## src/rtl/multicycle_ctrl.sv

```systemverilog
// Multicycle RV32 subset control FSM: Moore control decode from the state register,
// with fetch/branch write strobes gated combinationally by mem_ready/zero and async reset.
module multicycle_ctrl #(
    parameter bit ILLEGAL_HALT = 1'b1
) (
    input  logic        clk,
    input  logic        rst,
    input  logic [31:0] instrucao,
    input  logic        zero,
    input  logic        mem_ready,
    output logic        i_or_d,
    output logic        mem_read,
    output logic        mem_write,
    output logic        ir_write,
    output logic        pc_write,
    output logic        pc_src,
    output logic        reg_write,
    output logic        mem_to_reg,
    output logic [1:0]  alu_src_a,
    output logic [1:0]  alu_src_b,
    output logic [1:0]  alu_op,
    output logic [3:0]  state,
    output logic        illegal,
    output logic [31:0] instret
);

    typedef enum logic [3:0] {
        S_FETCH     = 4'd0,
        S_DECODE    = 4'd1,
        S_EXEC_ADDR = 4'd2,
        S_MEM_LOAD  = 4'd3,
        S_LOAD_WB   = 4'd4,
        S_MEM_STORE = 4'd5,
        S_EXEC_R    = 4'd6,
        S_EXEC_I    = 4'd7,
        S_ALU_WB    = 4'd8,
        S_BRANCH    = 4'd9,
        S_LUI       = 4'd10,
        S_AUIPC     = 4'd11,
        S_TRAP      = 4'd15
    } state_t;

    localparam logic [6:0] OP_LOAD   = 7'b0000011;
    localparam logic [6:0] OP_STORE  = 7'b0100011;
    localparam logic [6:0] OP_RTYPE  = 7'b0110011;
    localparam logic [6:0] OP_ITYPE  = 7'b0010011;
    localparam logic [6:0] OP_BRANCH = 7'b1100011;
    localparam logic [6:0] OP_LUI    = 7'b0110111;
    localparam logic [6:0] OP_AUIPC  = 7'b0010111;

    state_t      state_q, state_d;
    logic        illegal_q, illegal_d;
    logic [31:0] instret_q, instret_d;
    logic        retire;
    logic        bad_instr;

    logic [6:0] opcode;
    logic [2:0] funct3;
    logic       unused_instr_bits;

    assign opcode            = instrucao[6:0];
    assign funct3            = instrucao[14:12];
    assign unused_instr_bits = ^{instrucao[31:15], instrucao[11:7]};

    always_comb begin
        state_d   = state_q;
        retire    = 1'b0;
        bad_instr = 1'b0;
        case (state_q)
            S_FETCH:     if (mem_ready) state_d = S_DECODE;
            S_DECODE: begin
                case (opcode)
                    OP_LOAD, OP_STORE: state_d = S_EXEC_ADDR;
                    OP_RTYPE:          state_d = S_EXEC_R;
                    OP_ITYPE:          state_d = S_EXEC_I;
                    OP_BRANCH:         state_d = S_BRANCH;
                    OP_LUI:            state_d = S_LUI;
                    OP_AUIPC:          state_d = S_AUIPC;
                    default:           bad_instr = 1'b1;
                endcase
            end
            S_EXEC_ADDR: state_d = (opcode == OP_STORE) ? S_MEM_STORE : S_MEM_LOAD;
            S_MEM_LOAD:  if (mem_ready) state_d = S_LOAD_WB;
            S_LOAD_WB: begin
                state_d = S_FETCH;
                retire  = 1'b1;
            end
            S_MEM_STORE: begin
                if (mem_ready) begin
                    state_d = S_FETCH;
                    retire  = 1'b1;
                end
            end
            S_EXEC_R, S_EXEC_I, S_LUI, S_AUIPC: state_d = S_ALU_WB;
            S_ALU_WB: begin
                state_d = S_FETCH;
                retire  = 1'b1;
            end
            // Only beq/bne are supported; other branch flavours are caught here.
            S_BRANCH: begin
                if (funct3[2:1] != 2'b00) begin
                    bad_instr = 1'b1;
                end else begin
                    state_d = S_FETCH;
                    retire  = 1'b1;
                end
            end
            S_TRAP:      state_d = S_TRAP;
            default:     state_d = S_TRAP;
        endcase

        illegal_d = illegal_q | bad_instr;
        if (bad_instr) begin
            if (ILLEGAL_HALT) begin
                state_d = S_TRAP;
            end else begin
                state_d = S_FETCH;
                retire  = 1'b1;
            end
        end
        instret_d = instret_q + {31'd0, retire};
    end

    always_ff @(posedge clk or posedge rst) begin
        if (rst) begin
            state_q   <= S_FETCH;
            illegal_q <= 1'b0;
            instret_q <= 32'd0;
        end else begin
            state_q   <= state_d;
            illegal_q <= illegal_d;
            instret_q <= instret_d;
        end
    end

    always_comb begin
        i_or_d     = 1'b0;
        mem_read   = 1'b0;
        mem_write  = 1'b0;
        ir_write   = 1'b0;
        pc_write   = 1'b0;
        pc_src     = 1'b0;
        reg_write  = 1'b0;
        mem_to_reg = 1'b0;
        alu_src_a  = 2'b00;
        alu_src_b  = 2'b00;
        alu_op     = 2'b00;
        case (state_q)
            S_FETCH: begin
                mem_read  = 1'b1;
                alu_src_b = 2'b01;
                ir_write  = mem_ready & ~rst;
                pc_write  = mem_ready & ~rst;
            end
            S_DECODE: begin
                alu_src_a = 2'b11;
                alu_src_b = 2'b10;
            end
            S_EXEC_ADDR: begin
                alu_src_a = 2'b01;
                alu_src_b = 2'b10;
            end
            S_MEM_LOAD: begin
                i_or_d   = 1'b1;
                mem_read = 1'b1;
            end
            S_LOAD_WB: begin
                reg_write  = 1'b1;
                mem_to_reg = 1'b1;
            end
            S_MEM_STORE: begin
                i_or_d    = 1'b1;
                mem_write = 1'b1;
            end
            S_EXEC_R: begin
                alu_src_a = 2'b01;
                alu_op    = 2'b10;
            end
            S_EXEC_I: begin
                alu_src_a = 2'b01;
                alu_src_b = 2'b10;
                alu_op    = 2'b10;
            end
            S_ALU_WB:    reg_write = 1'b1;
            S_BRANCH: begin
                alu_src_a = 2'b01;
                alu_op    = 2'b01;
                pc_src    = 1'b1;
                case (funct3)
                    3'b000:  pc_write = zero;
                    3'b001:  pc_write = ~zero;
                    default: pc_write = 1'b0;
                endcase
            end
            S_LUI: begin
                alu_src_a = 2'b10;
                alu_src_b = 2'b10;
            end
            S_AUIPC: begin
                alu_src_a = 2'b11;
                alu_src_b = 2'b10;
            end
            default: ;
        endcase
    end

    assign state   = state_q;
    assign illegal = illegal_q;
    assign instret = instret_q;

endmodule

```

## config.mk

```make
export PLATFORM = sky130hd
export DESIGN_NAME = multicycle_ctrl
export DESIGN_NICKNAME = d
export VERILOG_FILES = /design/src/rtl/multicycle_ctrl.sv
export SDC_FILE = /design/constraint.sdc
export NUM_CORES = 1
export LEC_CHECK = 0
export CORE_ASPECT_RATIO = 1.5
export CORE_MARGIN = 2
export CORE_UTILIZATION = 30
export CTS_CLUSTER_DIAMETER = 30
export CTS_CLUSTER_SIZE = 16
export DETAILED_ROUTE_END_ITERATION = 8
export SLEW_MARGIN = 20
export SYNTH_ARGS = -nofsm -noshare
export SYNTH_HDL_FRONTEND = slang
export SYNTH_SLANG_ARGS = --single-unit
```

## constraint.sdc

```tcl
create_clock -name clk -period 2.2 [get_ports clk]
set_clock_uncertainty 0.05 [all_clocks]
set_input_delay 0.44 -clock clk [delete_from_list [all_inputs] [get_ports clk]]
set_output_delay 0.44 -clock clk [all_outputs]
set_load 0.01 [all_outputs]
```

=== Word-level counts from Yosys, hierarchy flattened ===
Index checks and enable logic that the tools add are counted.

* Multiplexer cells: 26
* Bitwise gates (word level): 4
* Equality and inequality tests: 24
* Reductions and logical operators: 14
* Add/sub/neg operators: 1

{| class="wikitable"
|+ Operator list
! cell !! number
|-
| $add A32 B1 Y32 || 1
|-
| $pmux W4 S8 || 1
|-
| $pmux W4 S6 || 1
|-
| $eq A7 B6 Y1 const B || 3
|-
| $mux W4 || 5
|-
| $eq A4 B3 Y1 const B || 4
|-
| $eq A4 B4 Y1 const B || 4
|-
| $eq A7 B5 Y1 const B || 2
|-
| $ne A3 B3 Y1 const B || 4
|-
| $reduce_or A2 Y1 || 6
|-
| $mux W1 || 11
|-
| $eq A4 B2 Y1 const B || 2
|-
| $ne A8 B2 Y1 const B || 1
|-
| $pmux W2 S2 || 2
|-
| $reduce_or A4 Y1 || 2
|-
| $eq A7 B2 Y1 const B || 1
|-
| $eq A7 B7 Y1 const B || 1
|-
| $reduce_or A7 Y1 || 1
|-
| $pmux W1 S2 || 3
|-
| $pmux W2 S3 || 1
|-
| $reduce_and A5 Y1 || 1
|-
| $reduce_or A5 Y1 || 1
|-
| $eq A4 B1 Y1 const B || 1
|-
| $logic_not A4 Y1 || 1
|-
| other kinds (8) || 9
|}

* Bits in registers: 37
* Output and inout bits: 51
* Word-level logic and storage cells: 72
* Bits of input ports: 36

=== Longest topological paths before layout ===
* Depth in word-level cells: 6
* Depth in mapped cells: 10
* Depth with buffers taken out: 9

=== Least setup slack after synthesis ===
OpenSTA, ideal clock, no wires.

* Path kind: register -> register
* Start point: register state_q[2] (netlist: state[2])
* End point: register instret_q[12] (netlist: instret[12])
* Data required time: 2025 ps
* Period minus slack after synthesis: 2467 ps
* Buffers on the path: 1
* Arrival: 2292 ps
* Setup time: 125 ps
* Setup slack: -267 ps
* Stages on the path, launching flop included: 11
* Cells stage by stage: dfrtp_1 > buf_2 > inv_1 > a211o_1 > a21oi_1 > ha_1 > ha_1 > nand3_1 > nor3_1 > nand4_1 > xnor2_1

* Longest elaborated chain between the ends: 4
* Elaborated cells on any way between the ends: 7
* Classes of those cells: 1 x add/sub; 4 x eq/ne; 1 x mux; 1 x reduce/logical

{| class="wikitable"
|+ Ends and longest elaborated chain
! what !! line !! text
|-
| start: declaration || 51 || <nowiki>state_t state_q, state_d;</nowiki>
|-
| start signal: assignment || 130 || <nowiki>state_q <= state_d;</nowiki>
|-
| $eq A4 B3 Y1 / $eq A4 B4 Y1 (equally long branches) || 69 || <nowiki>case (state_q)</nowiki>
|-
| $reduce_or A2 Y1 (no line) || n/a ||
|-
| $pmux W1 S3 * || 69 ||
|-
| $add A32 B1 Y32 * || 121 || <nowiki>instret_d = instret_q + {31'd0, retire};</nowiki>
|-
| named net instret_d[12] || 53 || <nowiki>logic [31:0] instret_q, instret_d;</nowiki>
|-
| end signal: assignment || 132 || <nowiki>instret_q <= instret_d;</nowiki>
|-
| end: declaration || 53 ||
|}

The timed path passes the listed nets; every way through them passes the cells marked *.
A chain may end at the register's enable or synchronous reset.

=== Worst setup path in the final report ===
* Start point: register state_q[0] (netlist: state[0])
* End point: register instret_q[17] (netlist: instret[17])

The elaborated chain is that of the path after synthesis.

==> flow_metrics.env <==
export IMPL_outcome="finished with violations"
export IMPL_violations="setup timing"
export IMPL_dr_pass1_iters=4
export IMPL_num_rows=36
export IMPL_hold_worst_slack_ns=0.423
export IMPL_yosys_top_cells_area="dfrtp_1, xnor2_1, xor2_1"
export IMPL_clockBufferDepth=2
export IMPL_relSlewSlack_pct=68.5
export IMPL_finalCriticalPeriod_ns=2.30
export IMPL_yosysTopAreaCell="dfrtp_1"
export IMPL_fin_nets=349
export IMPL_crit_chain="buf_6, a211o_1, a21oi_2, ha_2, buf_4, buf_6, nand4_1, nor3_2, buf_6, nand4_1, xnor2_1"
export IMPL_dieArea_mm2=0.00752
export IMPL_holdCritStartpoint="illegal"
export IMPL_path_common_cell="buf_6"
export IMPL_vias_per_cell=5.13
export IMPL_hp_class="reg2reg"
export IMPL_final_cells=387
export IMPL_grt_pass1_vias=1964
export IMPL_yosys_warnings=0
export IMPL_syn_area_per_cell_um2=9.89
export IMPL_synth_top_area_share_pct=45.2
export IMPL_synth_seq_area_share_pct=45.2
export IMPL_grt_util_all_layers_pct=15.5
export IMPL_p_per_area_mw_per_mm2=395
export IMPL_clock_latency_ns=0.28
export IMPL_htreeDepth=2
export IMPL_critical_path_startpoint="state[0]"
export IMPL_clkTransAtPathRegs_ns=0.07
export IMPL_ctsHoldBuffers=0
export IMPL_vdd_ir_drop_worst_v=0.000233
export IMPL_routedWlPerCell_um=14.7
export IMPL_period_share_pct=104
export IMPL_antenna_found_initial=0
export IMPL_hold_viol_final=0
export IMPL_maxClockFrequency_ghz=0.436
export IMPL_area_delta_synth_final_pct=62.6
export IMPL_core_area_mm2=0.00658
export IMPL_end_kind="flip-flop"
export IMPL_first_iter_violations=72
export IMPL_dp_cells=364
export IMPL_async_reset_ff_share_pct=100
export IMPL_ys_ff_latch=37
export IMPL_synthFlopType="dfrtp_1"
export IMPL_cp_data_arrival_time_ns=2.42
export IMPL_drcViolationCount=0
export IMPL_synth_edf_count=0
export IMPL_finalWeightedCongestion=0.845
export IMPL_cts_tree="built"
export IMPL_synthesis_area_mm2=0.00205
export IMPL_path_class="reg2reg"
export IMPL_cts_buffers=5
export IMPL_startpoint_type="flip-flop"
export IMPL_yosysMostFrequentCell="dfrtp_1"
export IMPL_root_buffer="clkbuf_8"
export IMPL_cp_required_ns=2.32
export IMPL_initial_core_util_pct=31.1
export IMPL_setup_slack_ns=-0.0957
export IMPL_wl_um=5680
export IMPL_grt_pass1_wl_um=9340
export IMPL_clock_sinks=37
export IMPL_vias=1985
export IMPL_setup_violations=13
export IMPL_ys_types=40
export IMPL_antenna_cells=0
export IMPL_grt_overflow=0
export IMPL_die_y_um=105
export IMPL_slowest_stage="dfrtp_2"
export IMPL_drv_cap=0
export IMPL_rsz0062_at_grt="yes"
export IMPL_path_max_fanout=5
export IMPL_worstMarginPinSlew_ns=0.472
export IMPL_cpPeakStageDelay_ns=0.41
export IMPL_drtAntennaViolNets=0
export IMPL_port_buffers=64
export IMPL_synthTopCellsByCount="dfrtp_1, xnor2_1, nor3_1, nor2_1"
export IMPL_maxSlewViolCount=0
export IMPL_netlist_instances=207
export IMPL_die_w_um=71.5
export IMPL_dpl_hpwl_um=4090
export IMPL_synth_fp_nets=245
export IMPL_power_leakage_uw=0.00151
export IMPL_worstReg2RegStart="state[0]"
export IMPL_final_layout_size_suffix_gt1_share_pct=28.6
export IMPL_num_io_pins=87
export IMPL_grt_max_degree=38
[flip-flops by register name, summed over array words and instances, names as in the netlist]
register  flops
instret      32
state         4
illegal       1
[power breakdown]
| part | switching [uW] | total [uW] | leakage, uW | internal (uW) |
|---|---|---|---|---|
| Combinational | 76.8 | 155 | 0.000995 | 77.7 |
| Sequential | 5.50 | 691 | 0.000469 | 685 |
| Clock | 222 | 470 | 0.0000443 | 248 |
[stage by stage]
stage	util [%]	TNS [ns]	setup slack [ns]	cell area, um^2	total power [uW]
3_3_place_gp	45.3	-10.75	-0.508	2980	848
5_1_grt	50.6	-2.95	-0.218	3330	1370
2_1_floorplan	-	-0.126	-0.0455	2120	766
4_1_cts	48.3	-0.421	-0.0933	3180	1330
6_report	50.6	-0.378	-0.0957	3330	1320
3_5_place_dp	45.3	-11.37	-0.561	2980	846
[worst max-delay path, delay by kind of cell (launching register included)]
kind	cells	cell delay [ns]
fa+ha+maj	1	0.23
xor+xnor	1	0.16
simple gates	3	0.46
compound gates	2	0.38
buf+inv	4	0.49
flops	1	0.41
[cell families after synthesis]
group | after synthesis | share of synthesized area, %
buffers and inverters | 16 | 3.48
xor gates and xnor gates | 34 | 14.5
AOI/OAI and AO/OA | 22 | 8.43
muxes | 1 | 0.489
and+or+nand+nor | 95 | 26.6
DFF | 37 | 45.2
adders and majority gates | 2 | 1.22
[layer usage]
metal	global-route usage [%]	up-vias	wire (um)
met1	18.1	960	2220
met2	27.8	73	3090
met4	5.53	0	78
met5	0	-	0
met3	2.80	5	296
li1	-	947	-
[worst paths after layout]
kind,slack (ns),cells after the start,endpoint
worst max-delay path,-0.1,11,instret[17]
worst min-delay path,0.42,1,illegal
worst max register to register,-0.1,11,instret[17]
worst min register to register,0.42,1,illegal
max in group asynchronous,1.30,3,state[2]
min in group asynchronous,0.44,3,instret[0]
[cell type report]
cell class | count | area (um^2)
clock buffer | 7 | 86.3
multi-input combinational | 154 | 1240
inverter | 10 | 41.3
fill | 608 | 3250
timing repair buffer | 103 | 937
tap | 76 | 95.1
sequential | 37 | 931
[timing repair]
action	4_1_cts	5_1_grt
pin swaps	16	18
setup buffers	8	8
endpoints found under the setup margin	36	28
gates resized for setup	32	33
[cell usage in the layout, fill, tap and decap left out, drive strengths merged, types with 2 or more instances in the layout]
master	Yosys	final
a211o	4	4
a21oi	3	3
and2	5	5
and3	5	5
and4	5	5
buf	4	41
clkbuf	2	10
clkdlybuf4s50	0	46
dfrtp	37	37
dlygate4sd2	0	11
ha	2	2
inv	10	9
nand2	8	8
nand2b	4	4
nand3	12	12
nand4	11	11
nor2	14	14
nor2b	4	4
nor3	16	16
nor4	2	2
o21ai	4	4
o2bb2ai	2	2
o41ai	3	3
or2	3	3
xnor2	22	22
xor2	12	12
(Power assumes the default switching activity.)
